--- config.mk ---
export PLATFORM = sky130hd
export DESIGN_NAME = cordic_sequencer
export DESIGN_NICKNAME = d
export VERILOG_FILES = /design/src/rtl/cordic_pkg.sv /design/src/rtl/cordic.sv /design/src/rtl/cordic_sequencer.sv
export SDC_FILE = /design/constraint.sdc
export NUM_CORES = 1
export LEC_CHECK = 0
export CORE_MARGIN = 3
export CORE_UTILIZATION = 50
export CTS_CLUSTER_DIAMETER = 60
export DETAILED_ROUTE_END_ITERATION = 10
export PLACE_DENSITY = 0.84
export RECOVER_POWER = 100
export SLEW_MARGIN = 20
export SYNTH_ARGS = -nofsm -noshare
export SYNTH_HDL_FRONTEND = slang
export SYNTH_SLANG_ARGS = --single-unit
export TNS_END_PERCENT = 100
--- constraint.sdc ---
create_clock -name i_clk -period 6.1 [get_ports i_clk]
set_clock_uncertainty 0.2 [all_clocks]
set_input_delay 1.22 -clock i_clk [delete_from_list [all_inputs] [get_ports i_clk]]
set_output_delay 1.22 -clock i_clk [all_outputs]
set_load 0.005 [all_outputs]
--- src/rtl/cordic_pkg.sv ---
// Shared types and constants for the CORDIC iteration controller and core.
// Angles use full-scale turn encoding: 2^32 corresponds to one full revolution.
package cordic_pkg;

    localparam int LUT_W     = 32;
    localparam int LUT_DEPTH = 20;
    localparam int CNT_W     = 5;

    localparam logic MODE_CIRC = 1'b1;
    localparam logic MODE_HYP  = 1'b0;

    typedef enum logic [1:0] {
        ST_IDLE,
        ST_RUN,
        ST_DONE
    } cordic_state_t;

    // round(atan(2^-i) * 2^32 / (2*pi))
    localparam logic [LUT_W-1:0] CIRC_LUT [LUT_DEPTH] = '{
        32'h20000000, 32'h12E4051E, 32'h09FB385B, 32'h051111D4,
        32'h028B0D43, 32'h0145D7E1, 32'h00A2F61E, 32'h00517C55,
        32'h0028BE53, 32'h00145F2F, 32'h000A2F98, 32'h000517CC,
        32'h00028BE6, 32'h000145F3, 32'h0000A2FA, 32'h0000517D,
        32'h000028BE, 32'h0000145F, 32'h00000A30, 32'h00000518
    };

    // round(atanh(2^-i) * 2^32 / (2*pi)); shift 0 is never used in hyperbolic mode
    localparam logic [LUT_W-1:0] HYP_LUT [LUT_DEPTH] = '{
        32'h00000000, 32'h1661788E, 32'h0A680D61, 32'h051EA6FC,
        32'h028CBFDD, 32'h01460E35, 32'h00A2FCE9, 32'h00517D2E,
        32'h0028BE6E, 32'h00145F32, 32'h000A2F98, 32'h000517CC,
        32'h00028BE6, 32'h000145F3, 32'h0000A2FA, 32'h0000517D,
        32'h000028BE, 32'h0000145F, 32'h00000A30, 32'h00000518
    };

    function automatic logic [LUT_W-1:0] lut_lookup(input logic mode,
                                                     input logic [CNT_W-1:0] idx);
        logic [LUT_W-1:0] word;
        word = '0;
        if (idx < CNT_W'(LUT_DEPTH)) begin
            word = (mode == MODE_CIRC) ? CIRC_LUT[idx] : HYP_LUT[idx];
        end
        return word;
    endfunction

    // Hyperbolic convergence needs shifts 4 and 13 executed twice.
    function automatic logic is_hyp_repeat(input logic [CNT_W-1:0] idx);
        return (idx == CNT_W'(4)) || (idx == CNT_W'(13));
    endfunction

endpackage

--- src/rtl/cordic.sv ---
// Single combinational CORDIC micro-rotation (circular or hyperbolic).
// i_dprev = 1 rotates in the direction that decreases z by the LUT angle.
module cordic
    import cordic_pkg::*;
#(
    parameter int p_WIDTH   = 32,
    parameter int p_SHIFT_W = CNT_W
) (
    input  logic [p_WIDTH-1:0]   i_x,
    input  logic [p_WIDTH-1:0]   i_y,
    input  logic [p_WIDTH-1:0]   i_z,
    input  logic                 i_mode,
    input  logic [p_SHIFT_W-1:0] i_shift_amnt,
    input  logic [LUT_W-1:0]     i_lut,
    input  logic                 i_dprev,
    output logic [p_WIDTH-1:0]   o_x,
    output logic [p_WIDTH-1:0]   o_y,
    output logic [p_WIDTH-1:0]   o_z
);

    logic signed [p_WIDTH-1:0] x_sh;
    logic signed [p_WIDTH-1:0] y_sh;

    assign x_sh = $signed(i_x) >>> i_shift_amnt;
    assign y_sh = $signed(i_y) >>> i_shift_amnt;

    always_comb begin
        o_x = i_x;
        o_y = i_y;
        o_z = i_z;
        if (i_mode == MODE_CIRC) begin
            if (i_dprev) begin
                o_x = i_x - y_sh;
                o_y = i_y + x_sh;
                o_z = i_z - i_lut;
            end else begin
                o_x = i_x + y_sh;
                o_y = i_y - x_sh;
                o_z = i_z + i_lut;
            end
        end else begin
            // hyperbolic: x moves with y, not against it
            if (i_dprev) begin
                o_x = i_x + y_sh;
                o_y = i_y + x_sh;
                o_z = i_z - i_lut;
            end else begin
                o_x = i_x - y_sh;
                o_y = i_y - x_sh;
                o_z = i_z + i_lut;
            end
        end
    end

endmodule

--- src/rtl/cordic_sequencer.sv ---
// Drives the single-step cordic core through the full iteration schedule for one
// job at a time, with valid/ready handshakes on both the job and result sides.
module cordic_sequencer
    import cordic_pkg::*;
#(
    parameter int p_WIDTH = 32,
    parameter int p_ITERS = 20
) (
    input  logic               i_clk,
    input  logic               i_rst_n,
    input  logic               i_valid,
    output logic               o_ready,
    input  logic [p_WIDTH-1:0] i_x,
    input  logic [p_WIDTH-1:0] i_y,
    input  logic [p_WIDTH-1:0] i_z,
    input  logic               i_mode,
    input  logic               i_vec,
    output logic               o_valid,
    input  logic               i_ready,
    output logic [p_WIDTH-1:0] o_x,
    output logic [p_WIDTH-1:0] o_y,
    output logic [p_WIDTH-1:0] o_z,
    output logic               o_busy
);

    cordic_state_t      state_q;
    logic [p_WIDTH-1:0] x_q;
    logic [p_WIDTH-1:0] y_q;
    logic [p_WIDTH-1:0] z_q;
    logic               mode_q;
    logic               vec_q;
    logic [CNT_W-1:0]   cnt_q;
    logic [CNT_W-1:0]   cnt_d;
    logic               rep_q;
    logic               rep_d;
    logic               last_iter;
    logic               ready_q;
    logic               valid_q;
    logic               busy_q;

    logic [p_WIDTH-1:0] core_x;
    logic [p_WIDTH-1:0] core_y;
    logic [p_WIDTH-1:0] core_z;
    logic [LUT_W-1:0]   lut_word;
    logic               dir;

    assign lut_word = lut_lookup(mode_q, cnt_q);
    assign dir      = vec_q ? y_q[p_WIDTH-1] : ~z_q[p_WIDTH-1];

    cordic #(
        .p_WIDTH   (p_WIDTH),
        .p_SHIFT_W (CNT_W)
    ) u_core (
        .i_x          (x_q),
        .i_y          (y_q),
        .i_z          (z_q),
        .i_mode       (mode_q),
        .i_shift_amnt (cnt_q),
        .i_lut        (lut_word),
        .i_dprev      (dir),
        .o_x          (core_x),
        .o_y          (core_y),
        .o_z          (core_z)
    );

    // A pending repeat holds the shift; the last shift only exits once its repeat is done.
    always_comb begin
        cnt_d = cnt_q + 1'b1;
        rep_d = 1'b0;
        if ((mode_q == MODE_HYP) && is_hyp_repeat(cnt_q) && !rep_q) begin
            cnt_d = cnt_q;
            rep_d = 1'b1;
        end
        last_iter = (cnt_q == CNT_W'(p_ITERS - 1)) && !rep_d;
    end

    always_ff @(posedge i_clk) begin
        if (!i_rst_n) begin
            state_q <= ST_IDLE;
            ready_q <= 1'b1;
            valid_q <= 1'b0;
            busy_q  <= 1'b0;
            x_q     <= '0;
            y_q     <= '0;
            z_q     <= '0;
            mode_q  <= 1'b0;
            vec_q   <= 1'b0;
            cnt_q   <= '0;
            rep_q   <= 1'b0;
        end else begin
            unique case (state_q)
                ST_IDLE: begin
                    if (i_valid && ready_q) begin
                        x_q     <= i_x;
                        y_q     <= i_y;
                        z_q     <= i_z;
                        mode_q  <= i_mode;
                        vec_q   <= i_vec;
                        cnt_q   <= (i_mode == MODE_CIRC) ? CNT_W'(0) : CNT_W'(1);
                        rep_q   <= 1'b0;
                        state_q <= ST_RUN;
                        ready_q <= 1'b0;
                        busy_q  <= 1'b1;
                    end
                end
                ST_RUN: begin
                    x_q   <= core_x;
                    y_q   <= core_y;
                    z_q   <= core_z;
                    rep_q <= rep_d;
                    if (last_iter) begin
                        state_q <= ST_DONE;
                        busy_q  <= 1'b0;
                        valid_q <= 1'b1;
                    end else begin
                        cnt_q <= cnt_d;
                    end
                end
                ST_DONE: begin
                    if (i_ready) begin
                        state_q <= ST_IDLE;
                        valid_q <= 1'b0;
                        ready_q <= 1'b1;
                    end
                end
                default: begin
                    state_q <= ST_IDLE;
                    ready_q <= 1'b1;
                    valid_q <= 1'b0;
                    busy_q  <= 1'b0;
                end
            endcase
        end
    end

    assign o_ready = ready_q;
    assign o_valid = valid_q;
    assign o_busy  = busy_q;
    assign o_x     = x_q;
    assign o_y     = y_q;
    assign o_z     = z_q;

endmodule
; ---- Word-level counts from Yosys, hierarchy flattened
; Memory sizes are Yosys's and may differ from the RTL's.
; Index checks and enable logic that the tools add are counted.
[word_totals]
reg_bits = 109
romBits = 2048
in_bits = 102
out_inout_bits = 99
wordCells = 94
memories = 2
[classes]
n_addsub = 7
order_cmp = 2
eq_ne = 10
n_shift = 2
muxes = 38
bitwise = 6
reduce_logical = 16
[mem_list]
columns = memory, depth, width, rd, rd_clocked_by_memory_dff, wr, line_no
row1 = (no name shown), 32, 32, 1, 0, 0, cordic_pkg.sv:41  ; word = (mode == MODE_CIRC) ? CIRC_LUT[idx] : HYP_LUT[idx];
row2 = (no name shown), 32, 32, 1, 0, 0, cordic_pkg.sv:41
[ops]
columns = cell, n
row1 = 32-bit 2-to-1 mux, 14
row2 = 32-bit case mux with 2 select lines, 3
row3 = 32-bit adder, 3
row4 = 32-bit subtractor, 3
row5 = 32-bit by 5-bit >>> shifter with 32-bit output, 2
row6 = 5-bit 2-to-1 mux, 3
row7 = 3-bit AND reduction, 4
row8 = "2-bit != test, second input constant", 5
row9 = 5-bit case mux with 2 select lines, 1
row10 = 1-bit 2-to-1 mux, 9
row11 = 1-bit case mux with 3 select lines, 3
row12 = "6-bit greater-or-equal comparator, second input constant", 1
row13 = 2-bit 2-to-1 mux, 3
row14 = 5-bit NOT with 6-bit output, 1
row15 = 2-bit case mux with 3 select lines, 1
row16 = "5-bit by 1-bit adder with 5-bit output, second input constant", 1
row17 = "5-bit by 3-bit equality test with 1-bit output, second input constant", 1
row18 = "5-bit by 4-bit equality test with 1-bit output, second input constant", 1
row19 = "5-bit equality test, second input constant", 1
row20 = "5-bit < comparator, second input constant", 1
row21 = 1-bit NOT, 5
row22 = 1-bit logical AND, 4
row23 = 2-bit AND reduction, 2
row24 = 4-bit AND reduction, 1
row25 = 7 further kinds, 8

; ---- Longest topological paths before layout
[logic_depth]
word_depth = 9
depth_mapped = 30

; ---- Hierarchy
; Synthesis repeated with hierarchy kept, for this count alone.
[hier_totals]
hier_cells = 2318
hier_area_um2 = 17758.3
[by_module_without_submodules]
columns = module, n_inst, cells_each, area_per_inst_um2, seq_area_each_um2
row1 = cordic, 1, 1625, 11458.5, 0.0
row2 = cordic_sequencer, 1, 693, 6299.8, 2182.1

; ---- Worst setup path before layout
; Ideal clock, no wire load.
[synth_timing]
path_type = register -> register
start = reg cnt_q[2]
end = reg z_q[31], in the netlist o_z[31]
t_arrival_ps = 6246
t_required_ps = 5764
setup_slack_ps = -482
stages_incl_launch_ff = 28
path_cell_list = dfxtp_1 buf_2 buf_4 inv_1 clkbuf_1 buf_1 buf_1 buf_1 clkbuf_1 ha_1 nor2_1 a311o_1 a21oi_1 nor3b_1 nand3_1 or4_1 o21ai_1 xnor2_1 ha_1 and3_1 nand2_1 nor2_1 a21oi_1 o31ai_1 nor2_1 o311a_1 a2111oi_0 a211oi_1
[synth_via]
elab_chain_len = 9
elab_cells_between_ends = 14
classes_between = add/sub (2) / order compare (1) / mux (8) / bitwise (1) / memory (2)
[synth_rtl]
columns = element, line_no
row1 = start: declaration, cordic_sequencer.sv:32  ; logic [CNT_W-1:0] cnt_q;
row2 = start signal: assignment, cordic_sequencer.sv:99  ; cnt_q <= (i_mode == MODE_CIRC) ? CNT_W'(0) : CNT_W'(1);
row3 = start signal: assignment, cordic_sequencer.sv:116  ; cnt_q <= cnt_d;
row4 = 5-bit NOT with 6-bit output (implied by the code), cordic_pkg.sv:41
row5 = memory read 32 x 32 bit, --
row6 = 32-bit 2-to-1 mux (implied by the code) (2 in a row), cordic_pkg.sv:41
row7 = 32-bit 2-to-1 mux, cordic_pkg.sv:41
row8 = 32-bit 2-to-1 mux (*), cordic_pkg.sv:40  ; if (idx < CNT_W'(LUT_DEPTH)) begin
row9 = 32-bit adder / 32-bit subtractor (equally long branches), --
row10 = 32-bit 2-to-1 mux (*), "cordic.sv:32, cordic.sv:43"
row11 = 32-bit case mux with 2 select lines (*), cordic_sequencer.sv:91  ; unique case (state_q)
row12 = end signal: assignment, cordic_sequencer.sv:96  ; z_q <= i_z;
row13 = end signal: assignment, cordic_sequencer.sv:109  ; z_q <= core_z;
row14 = end: declaration, cordic_sequencer.sv:29  ; logic [p_WIDTH-1:0] z_q;
; Mark *: on every way between the ends. The rest lies on a longest branch, timed or not. The select of a mux whose other input is x is not followed.
; A chain may end at the register's enable or synchronous reset.

; ---- Worst setup path after layout
[layout_timing]
start = reg cnt_q[2]
end = reg y_q[29], in the netlist o_y[29]
[layout_via]
elab_chain_len = 4
elab_cells_between_ends = 5
classes_between = add/sub (2) / shift (1) / mux (2)
[layout_rtl]
columns = element, line_no
row1 = 32-bit by 5-bit >>> shifter with 32-bit output (*), cordic.sv:24  ; assign x_sh = $signed(i_x) >>> i_shift_amnt;
row2 = 32-bit subtractor / 32-bit adder (equally long branches), --
row3 = 32-bit 2-to-1 mux (*), "cordic.sv:32, cordic.sv:43"
row4 = 32-bit case mux with 2 select lines (*), cordic_sequencer.sv:91
row5 = end signal: assignment, cordic_sequencer.sv:95  ; y_q <= i_y;
row6 = end signal: assignment, cordic_sequencer.sv:108  ; y_q <= core_y;
row7 = end: declaration, cordic_sequencer.sv:28  ; logic [p_WIDTH-1:0] y_q;
; Mark *: on every way between the ends. The rest lies on a longest branch, timed or not.

==> run metrics <==
post-route ant nets=0; syn_area_per_cell=7.12 µm²; area growth from synthesis to layout=20.1%; Period Utilization, post-route=roughly 97%; post-DP HPWL=between 50000 and 60000 µm; Hold WS=0.262 ns; post-layout minimum cycle time=5.90 ns; Yosys top cell area share=12.5%; Core Rows=between 60 and 70; cells along the critical path=clkbuf_4, buf_4, inv_2, buf_12, nor2_1, a22o_1, nor4_2, buf_4, nand4_1, or3_4, o21ai_0, xnor2_1, ha_1, a21oi_1, o21ai_0, a221o_1, o21ai_1, a31oi_1, o41ai_2, buf_4, o21bai_1, xor2_1, nor2_1, a311oi_1; Vias=20203; Finished Core Util=between 60 and 70%; DR pass1 iterations=6; max-slew violation count=28; Port-buffer cells=200; CP max stage cell=or3_4; GRT Total Usage=35.1%; largest area contributor in the netlist=dfxtp_1; synth top area cells=dfxtp_1 13%, ha_1 10%, nand2_1 8.0%; #FFs+latches synth=109; initial antenna violation count=0; Worst EP arrival=5.98 ns; pin count of the biggest net entering global routing=67; gr ovfl total=0; Startpoint Class=flop; Final Instance Area=20900 µm²; latest clock arrival within the worst-skew pair=~0.4 ns; I/O pins=201; failing checks=max-capacitance violations, max-slew violations; Post-DP Area=20400 µm²; first-pass GRT wire length=103000 µm; CP most frequent cell=buf_4; Core ar.=roughly 34000 µm²; CTS tree=done; max-cap violations=1; Synth Instances=2448; WS Path Type=flop to flop; WP data required=about 6.2 ns; Critical Path Sink Type=flop; maximum number of buffers from clock root to sink=2; Post-synth ARST share=0%; die area=between 30000 and 40000 µm²; Horiz. Die Dim=~190 µm; final setup fails=0; Power Density=around 290 nW/µm²; Worst-Margin Slew=roughly 2 ns; Clk pin slew, worst setup/hold paths=about 0.090 ns; Crit Path Max Fanout=20; Syn. warnings=0; DR DRC count=0; vias in the first global route=18805; Final Net Count=about 2900; # clock sinks=109; type of the worst min-delay path=flop to flop; worst setup margin=0.204 ns; Post-synth EDFFs=0; Root Driver=clkbuf_16; LEAKAGE=8.92 nW; outcome=complete, but fails checks; layout cells sized above 1=11.3%; Worst slew margin=-34.0%; Die Y=193 µm; Iter 0 DRT Violations=2226; Synthesized Nets=between 2000 and 3000; Netlist cell types=86; final hold viol count=0; FMAX=approximately 0.17 GHz; htree depth=3; top_reg_cell synth=dfxtp_1; GPL Wtd Cong=1.02; Seq/Total Area, Yosys=about an eighth; Commonest cells post-synth=371 x nand2_1, 233 x nor2_1, 197 x a21oi_1; final wirelength=67600 µm; Worst VDD drop=0.000186 V; CTS Buf Count=9; setup TNS=0 ns; antenna cell count=0; DR WL/cell=21.9 µm; DR vias/cell=6.53; slowest stage delay, CP=0.44 ns; Initial Utilization=between 50% and 60%; synthesized area=about 17000 µm²; most common cell in the synthesized netlist=nand2_1; pre-CTS WS=0.0541 ns
## area by class of cell
type,count,area [µm²]
multi-input combinational,2067,14300
fill,3151,13000
timing repair buffer,363,3250
sequential,109,2200
tap,448,561
inverter,89,334
clock buffer,9,225
clock inverter,7,72.6
## sequential cells by signal, indices dropped and copies added, names as in the netlist
register / flops
cnt_q: 5
mode_q: 1
o_busy: 1
o_ready: 1
o_valid: 1
o_x: 32
o_y: 32
o_z: 32
rep_q: 1
state_q: 2
vec_q: 1
## layout by cell type (no fill, tap or decap), drive strengths merged, types with 53 or more instances in the layout
master,instances
nor2,233
inv,90
mux2i,56
mux4,53
a311oi,57
a21oi,197
xnor2,89
dfxtp,109
ha,141
nand2,371
o21ai,157
buf,141
dlygate4sd3,81
clkdlybuf4s50,119
## what timing repair did
item	CTS	global route
setup buffers	2	13
hold buffers	0	0
endpoints found under the setup margin	1	11
resized for setup	0	28
hold endpoints to repair	0	0
pin swaps	0	2
## critical path: cells and delay by family (launching register included)
kind	cells	cell delay [ns]
flip-flops	1	0.40
adder cells (fa/ha/maj)	1	0.29
XOR/XNOR	2	0.34
AND/OR/NAND/NOR	5	1.20
AO/OA/AOI/OAI	10	2.26
buffers and inverters	6	1.07
## power by group
part | total [mW] | internal, mW | switching (mW)
logic | 4.44 | 1.94 | 2.50
registers | 1.04 | 0.822 | 0.221
clock network | 0.628 | 0.289 | 0.339
## metrics by stage
step                      power, mW  std cells
after detailed placement       5.35       3061
after global routing           6.54       3092
after CTS                      6.02       3079
after floorplan                3.96       2448
after global placement         5.27       3061
final                          6.11       3092
## per-layer routing
layer / track usage, % / vias up / share of wire (%)
met2: 58.1 / 1067 / 47
met1: 45.3 / 9613 / 41
li1: - / 9320 / -
met3: 5.36 / 203 / 8.5
met5: 0 / - / 0
met4: 15.2 / 0 / 4.4
## path summary, 6_finish.rpt
kind                         start              endpoint  slack (ns)  cells after the start
max          cnt_q[2]$_SDFFE_PN0P_  o_y[29]$_SDFFE_PN0P_        0.20                     24
min reg2reg     rep_q$_SDFFE_PN0P_    rep_q$_SDFFE_PN0P_        0.26                      2
min             rep_q$_SDFFE_PN0P_    rep_q$_SDFFE_PN0P_        0.26                      2
max reg2reg  cnt_q[2]$_SDFFE_PN0P_  o_y[29]$_SDFFE_PN0P_        0.20                     24
## logic make-up after synthesis
kind of cell / synth area share, %
AOI/OAI and AO/OA: 29.5
DFF: 12.5
xor gates and xnor gates: 6.49
and+or+nand+nor: 23.1
buffers and inverters: 6.29
adders and majority gates: 10.6
muxes: 11.5
(Power assumes the default switching activity.)
